===== config.mk =====
export PLATFORM = sky130hd
export DESIGN_NAME = apb4_regbank
export DESIGN_NICKNAME = d
export VERILOG_FILES = /design/src/rtl/apb4_regbank_pkg.sv /design/src/rtl/apb_reg_cell.sv /design/src/rtl/apb4_regbank.sv
export SDC_FILE = /design/constraint.sdc
export NUM_CORES = 1
export LEC_CHECK = 0
export BUFFER_PORTS_ARGS = -buffer_cell sky130_fd_sc_hd__clkbuf_2
export CAP_MARGIN = 30
export CORE_AREA = 2 2 440 442
export DETAILED_ROUTE_END_ITERATION = 6
export DIE_AREA = 0 0 442 444
export PLACE_DENSITY = 0.34
export SYNTH_ARGS = -nofsm -noshare
export SYNTH_HDL_FRONTEND = slang
export SYNTH_SLANG_ARGS = --single-unit

===== constraint.sdc =====
create_clock -name PCLK -period 50.5 [get_ports PCLK]
set_clock_uncertainty 0.05 [all_clocks]
set_input_delay 10.1 -clock PCLK [delete_from_list [all_inputs] [get_ports PCLK]]
set_output_delay 10.1 -clock PCLK [all_outputs]
set_load 0.02 [all_outputs]

===== src/rtl/apb4_regbank_pkg.sv =====
// Shared types and helpers for the APB4 register bank.
// Phase encoding, index widths and response codes.
package apb4_regbank_pkg;

  typedef enum logic [1:0] {
    IDLE,
    SETUP,
    ACCESS
  } state_t;

  localparam logic RESP_OKAY = 1'b0;
  localparam logic RESP_ERR  = 1'b1;

  function automatic int idx_w(input int n);
    return (n > 1) ? $clog2(n) : 1;
  endfunction

  function automatic int lane_w(input int nb);
    return (nb > 1) ? $clog2(nb) : 0;
  endfunction

endpackage


===== src/rtl/apb_reg_cell.sv =====
// One byte-strobed storage register of the bank.
// Cleared by the asynchronous bank reset.
module apb_reg_cell #(
  parameter int DATA_WIDTH = 32,
  parameter int NBYTES     = DATA_WIDTH / 8
) (
  input  logic                  clk,
  input  logic                  rst,
  input  logic                  we,
  input  logic [NBYTES-1:0]     strb,
  input  logic [DATA_WIDTH-1:0] wdata,
  output logic [DATA_WIDTH-1:0] q
);

  always_ff @(posedge clk or posedge rst) begin
    if (rst) begin
      q <= '0;
    end else if (we) begin
      for (int b = 0; b < NBYTES; b++) begin
        if (strb[b]) q[b*8 +: 8] <= wdata[b*8 +: 8];
      end
    end
  end

endmodule


===== src/rtl/apb4_regbank.sv =====
// APB4 slave with wait states, PSLVERR, RO status mapping
// and per-register write pulses.
module apb4_regbank
  import apb4_regbank_pkg::*;
#(
  parameter int DATA_WIDTH  = 32,
  parameter int ADDR_WIDTH  = 32,
  parameter int NBYTES      = DATA_WIDTH / 8,
  parameter int NUM_REGS    = 16,
  parameter logic [ADDR_WIDTH-1:0] BASE_ADDR = '0,
  parameter int WAIT_STATES = 0,
  parameter logic [NUM_REGS-1:0] RO_MASK = '0
) (
  input  logic                           PCLK,
  input  logic                           PRESET,
  input  logic                           PSELx,
  input  logic [ADDR_WIDTH-1:0]          PADDR,
  input  logic                           PWRITE,
  input  logic [NBYTES-1:0]              PSTRB,
  input  logic [DATA_WIDTH-1:0]          PWDATA,
  input  logic                           PENABLE,
  output logic [DATA_WIDTH-1:0]          PRDATA,
  output logic                           PREADY,
  output logic                           PSLVERR,
  input  logic [NUM_REGS*DATA_WIDTH-1:0] status_i,
  output logic [NUM_REGS*DATA_WIDTH-1:0] regs_o,
  output logic [NUM_REGS-1:0]            wr_pulse_o
);

  localparam int IDX_W  = idx_w(NUM_REGS);
  localparam int LANE_W = lane_w(NBYTES);
  localparam int AW1    = ADDR_WIDTH + 1;
  localparam int NSLOT  = 2 ** IDX_W;

  state_t state_q, state_d, phase;
  logic [3:0] cnt_q;
  logic wait_done, pready, err, commit;
  logic below, in_range, misalign;
  logic [AW1-1:0] off, off_idx;
  logic [IDX_W-1:0] idx;
  logic [NSLOT-1:0] ro_ext;
  logic [NUM_REGS-1:0] hit;
  logic [DATA_WIDTH-1:0] rd_sel;

  // Extra top bit keeps a PADDR below BASE_ADDR from aliasing.
  assign off      = {1'b0, PADDR} - {1'b0, BASE_ADDR};
  assign below    = off[ADDR_WIDTH];
  assign off_idx  = off >> LANE_W;
  assign in_range = !below && (off_idx < AW1'(NUM_REGS));
  assign misalign = (PADDR & ADDR_WIDTH'(NBYTES - 1)) != '0;
  assign idx      = off_idx[IDX_W-1:0];
  assign ro_ext   = NSLOT'(RO_MASK);

  assign err = !in_range || misalign
            || (in_range && PWRITE && ro_ext[idx]);

  assign wait_done = cnt_q == 4'(WAIT_STATES);
  assign pready    = (state_q == ACCESS) && PSELx
                  && PENABLE && wait_done;
  assign commit    = pready && PWRITE && !err;

  // A setup phase is recognised from the bus itself so the
  // following cycle can already be the completing access.
  always_comb begin
    phase   = state_q;
    state_d = state_q;
    if (state_q != ACCESS) begin
      phase = (PSELx && !PENABLE) ? SETUP : IDLE;
    end
    unique case (phase)
      IDLE:    state_d = IDLE;
      SETUP:   state_d = ACCESS;
      ACCESS: begin
        if (!(PSELx && PENABLE) || pready) state_d = IDLE;
      end
      default: state_d = IDLE;
    endcase
  end

  always_ff @(posedge PCLK or posedge PRESET) begin
    if (PRESET) begin
      state_q <= IDLE;
      cnt_q   <= '0;
    end else begin
      state_q <= state_d;
      if (state_q == ACCESS && state_d == ACCESS) begin
        if (!wait_done) cnt_q <= cnt_q + 4'd1;
      end else begin
        cnt_q <= '0;
      end
    end
  end

  always_comb begin
    hit = '0;
    for (int i = 0; i < NUM_REGS; i++) begin
      hit[i] = commit && (idx == IDX_W'(i));
    end
  end

  always_ff @(posedge PCLK or posedge PRESET) begin
    if (PRESET) wr_pulse_o <= '0;
    else        wr_pulse_o <= hit;
  end

  for (genvar i = 0; i < NUM_REGS; i++) begin : g_reg
    if (RO_MASK[i]) begin : g_ro
      assign regs_o[i*DATA_WIDTH +: DATA_WIDTH] = '0;
    end else begin : g_rw
      apb_reg_cell #(
        .DATA_WIDTH (DATA_WIDTH),
        .NBYTES     (NBYTES)
      ) u_cell (
        .clk   (PCLK),
        .rst   (PRESET),
        .we    (hit[i]),
        .strb  (PSTRB),
        .wdata (PWDATA),
        .q     (regs_o[i*DATA_WIDTH +: DATA_WIDTH])
      );
    end
  end

  always_comb begin
    rd_sel = '0;
    for (int i = 0; i < NUM_REGS; i++) begin
      if (idx == IDX_W'(i)) begin
        rd_sel = RO_MASK[i]
               ? status_i[i*DATA_WIDTH +: DATA_WIDTH]
               : regs_o[i*DATA_WIDTH +: DATA_WIDTH];
      end
    end
  end

  assign PREADY  = pready;
  assign PSLVERR = (pready && err) ? RESP_ERR : RESP_OKAY;
  assign PRDATA  = (pready && !PWRITE && !err) ? rd_sel : '0;

endmodule


Yosys cells after proc, flatten, opt, wreduce, memory -nomap -nowiden
Memory sizes are Yosys's and may differ from the RTL's. Cells that the tools add are included. Widths: inputs -> output; s select.

Memories: 1. Output and inout port bits: 562. Bits of input ports: 585. Bits in read-only memories: 16. Flip-flop bits (word level): 534.

Memory list: (name not given) (words 16, width 1, rd ports 1, clocked after Yosys merged registers in 0, write ports 0, line apb4_regbank.sv:55) `|| (in_range && PWRITE && ro_ext[idx]);`.

Reduce and logical (&&, ||, !) cells: 104. Equal/unequal tests: 21. $lt $le $gt $ge: 2. Add/subtract/negate cells: 1. Mux-type cells: 25.

Operators by type and width (number): $mux 32 (17); $reduce_and 2->1 (64); $eq 4x4->1 const B (8); $reduce_bool 32->1 (1); $lt 30x5->1 const B (1); $logic_and 1x1->1 (29); $eq 4x3->1 const B (4); $eq 4x2->1 const B (2); $logic_not 4->1 (2); $mux 4 (2); $eq 2x2->1 const B (3); $logic_not 1->1 (5); $lt 4x5->1 const B (1); $add 4x1->4 const B (1); $eq 4x1->1 const B (1); $mux 2 (2); $ne 2x2->1 const B (2); $pmux 2 s2 (1); $logic_or 1x1->1 (3); $mux 1 (3); $eq 2x1->1 const B (1).

Logic depth before layout (Yosys ltp)
Word-level depth: 18. Mapped depth: 10. Depth with buffers taken out: 8.

Modules after synthesis
A second synthesis with hierarchy kept.

Cell total of the unflattened synthesis: 1961. Area, all modules: 25378.1 µm².

Modules (own cells, without submodules): apb_reg_cell (times used 16, cells an instance 69, area an instance 1189.9 µm²); apb4_regbank (times used 1, cells an instance 857, area an instance 6339.8 µm²).

Least setup slack after synthesis
OpenSTA, ideal clock, no wires.

Path kind: input to output. Start point: input port PADDR[2]. End point: output port PRDATA[19]. Slack: 27.821 ns. Required time: 40.350 ns. Cell stages on the path: 7. Arrival time: 12.529 ns. Cell sequence: buf_2 > buf_2 > buf_2 > clkbuf_1 > clkbuf_1 > a211oi_1 > a2111oi_0.

Word-level cells in the longest chain between the ends: 18. Elaborated cells on any way between the ends: 43.

RTL lines: from (decl) (line apb4_regbank.sv:17) `input logic [ADDR_WIDTH-1:0] PADDR,`; $logic_not 4->1 (line apb4_regbank.sv:127) `if (idx == IDX_W'(i)) begin`; $mux 32 (16 in series) (line apb4_regbank.sv:127); $mux 32 (*) (line apb4_regbank.sv:137) `assign PRDATA = (pready && !PWRITE && !err) ? rd_sel : '0;`; to (decl) (line apb4_regbank.sv:22) `output logic [DATA_WIDTH-1:0] PRDATA,`.

Mark *: on every way between the ends. The rest lies on a longest branch, timed or not. The select of a mux whose other input is x is not followed.

Final worst setup path
Start point: input port PADDR[2]. End point: output port PRDATA[14].

Same word-level chain as after synthesis.

==> results.md <==
- Synth unique cells: 68
- Number of setup buffers added after CTS: 0
- Max-cap viol count: 0
- Setup TNS: 0 ps
- Final #Nets: 3267
- Routed WL: 177 mm
- Maximum VDD drop: 0.0211 mV
- Hold buffers post-CTS: 0
- Area Overhead vs Synth: 36.4%
- Dpl hpwl: 129 mm
- Warnings from Yosys: 0
- # setup viols final: 0
- Required time worst endpoint: 40350 ps
- Initial antenna violation count: 13
- Synthesized area: 25000 um^2
- Antenna Violating Nets Remaining: 0
- Fin crit share: 48.2%
- Cells after Synth: 2027
- Register Area: 13400 um^2
- Setup crit start kind: input pin
- Worst-case clock buffer depth: 3
- Placer Congestion: 0.814
- Initial DRC count: 1232
- Initial Util: 13.1%
- Critical Path AT: 14210 ps
- Critical hold path startpoint: cnt_q[0]
- Slew Viols, Final: 0
- Status: completed
- CTS buffer count: 74
- Multi-input gate area: 11200 um^2
- Cells on worst reg2reg path: 8
- DIE AREA: 196000 um^2
- Crit path time final: 24360 ps
- Clock sink count: 534
- PwrDens: 30.8 nW/um^2
- Die Span X: 442 um
- Worst hold path endpoint: cnt_q[0]
- RR Startpoint: cnt_q[0]
- Total number of vias: 21.0k
- RSZ-0062 raised after global routing: no
- Layout cell share with drive strength beyond 1: 52.9%
- Final Hold Viols: 0
- CTS tree: done
- Static Leakage: 16.8 nW
- Root Driver: clkbuf_16
- Post-Route Utilization: 17.8%
- Worst Path Class, Setup: input pin to output port
- Congestion Overflow GR: 0
- First-pass GRT wire length: 229 mm
- # DRC: 0
- Vias in the first global route: 21.5k
- Clock Latency Late Sink: 710 ps
- Die Ht: 444 um
- Crit. End Element: output port
- PortBufs: 634
- Fmax: 41.1 MHz
- Placed Area: 31600 um^2
- I/O pin count: 1147
- Post-CTS Resized: 0
- Slew headroom: 34.4%
- Asr flop ratio synth: 100%
- Critical Path Fanout Max: 46
- Filler cells: 21.3k
- Hold Crit Class: flip-flop to flip-flop
- Rows: 161
- Wire per inst: 33.6 um
- Htree depth: 3
- Pwr Total: 1.05 mW
- Core footprint: 192000 um^2
- Yosys reg bits: 534
- Clk slew on worst S/H paths: 70 ps
- Initial DRT Pass Iterations: 5
- Crit path from: PADDR[2]
- Synth Flop Type: dfrtp_1
- Vias per cell: 3.98
- Syn_area_per_cell: 12.3 um^2
- Hold Path Stages: 1
- Syn Nets: 2614
- Post-synth EDFFs: 0
- Pin count of the biggest net entering global routing: 87
- Register area share after synthesis: 53.4%
- FF-to-FF End: g_reg[11].g_rw.u_cell.q[7]
- GRT Total Usage: 17.6%
- Design Area, Final: 34100 um^2
- Least-Margin Pin Slew: 983 ps
- FF-to-FF setup slack: 46570 ps
==> area by class of cell <==
cell class	instances	share of cell area [%]
flip-flops and latches	534	39.2
multi-input cells	1343	32.7
repair buffers	712	11.2
well taps	2526	9.27
clock buffers	109	6.37
clock inverters	22	0.965
inverters	15	0.187
diodes	9	0.0660
==> cell families (layout without fill, tap and decap cells) <==
group | count (synthesis) | in the layout | share of synthesized area (%)
multiplexers | 602 | 602 | 27.3
flip-flops | 534 | 534 | 53.4
AO/OA/AOI/OAI | 394 | 394 | 10.3
AND/OR/NAND/NOR | 342 | 342 | 6.41
buffers and inverters | 150 | 858 | 2.41
adder cells (fa/ha/maj) | 2 | 2 | 0.100
XOR/XNOR | 2 | 2 | 0.0701
other | 1 | 10 | 0.0150
==> worst max path at each step <==
| stage | to | slack (ps) | cells past startpoint |
|---|---|---|---|
| 5_1_grt | PRDATA[13] | 26030 | 9 |
| 4_1_cts | PRDATA[14] | 25970 | 9 |
| 3_5_place_dp | PRDATA[14] | 25990 | 9 |
| 2_1_floorplan | cnt_q[0] | 25430 | 1 |
| 3_3_place_gp | PRDATA[1] | 25810 | 10 |
| 6_report | PRDATA[14] | 26140 | 9 |
==> cells in the final DEF (no fill, tap or decap), drive strengths merged, types with 11 or more instances in the layout <==
| master | netlist | routed |
|---|---|---|
| nor2b | 13 | 13 |
| nand3 | 14 | 14 |
| a21oi | 100 | 100 |
| o21ai | 92 | 92 |
| mux2i | 52 | 52 |
| a31oi | 24 | 24 |
| o221ai | 14 | 14 |
| a221oi | 16 | 16 |
| buf | 39 | 82 |
| a22oi | 19 | 19 |
| inv | 14 | 16 |
| a22o | 11 | 11 |
| nand2 | 152 | 152 |
| clkinv | 1 | 15 |
| nor3 | 25 | 25 |
| nor2 | 89 | 89 |
| a211oi | 15 | 15 |
| dfrtp | 534 | 534 |
| clkbuf | 96 | 739 |
| mux2 | 540 | 540 |
| o211ai | 13 | 13 |
| o22ai | 23 | 23 |
==> stage by stage <==
| stage | hold WS (ps) | instances | worst slack, ps |
|---|---|---|---|
| floorplan | 399 | 2027 | 25430 |
| global placement | 429 | 5126 | 25810 |
| detailed placement | 431 | 5129 | 25990 |
| CTS | 441 | 5260 | 25970 |
| global route | 474 | 5263 | 26030 |
| finish | 438 | 5270 | 26140 |
==> state kept, by name (all words and copies together) (netlist names) <==
| name | cells |
|---|---|
| wr_pulse_o | 16 |
| cnt_q | 4 |
| g.g_rw.u_cell.q | 512 |
| state_q | 2 |
==> report_power, final <==
part           switching (mW)  total (mW)  internal [mW]
combinational          0.0579      0.0718         0.0138
sequential          0.0000172       0.428          0.428
clock                   0.230       0.551          0.321
total                   0.288        1.05          0.763
==> routing by layer <==
| layer | track usage (%) | part of all wire (%) |
|---|---|---|
| met1 | 20.5 | 40 |
| met2 | 31.3 | 51 |
| met3 | 4.12 | 5.5 |
| met4 | 6.69 | 3.8 |
| met5 | 0 | 0.0062 |
==> critical path, cell delays in order <==
cell and delay [ps]:
buf_6 430, buf_4 590, nor2b_4 450, buf_4 560, nand2_1 620, o21ai_0 700
a2111oi_0 230, buf_4 190, clkbuf_2 150
==> Yosys cell counts (all sizes together) (15+ instances only) <==
library cell	n	area share, %
a21oi	100	2.0
a221oi	16	0.56
mux2i	52	2.1
a31oi	24	0.60
a22oi	19	0.57
nand2	152	2.6
nor3	25	0.50
o22ai	23	0.58
dfrtp	534	53
clkbuf	96	1.4
mux2	540	24
o21ai	92	1.8
nor2	89	1.4
buf	39	0.74
a211oi	15	0.45
Power figures use the tool's default switching activity.
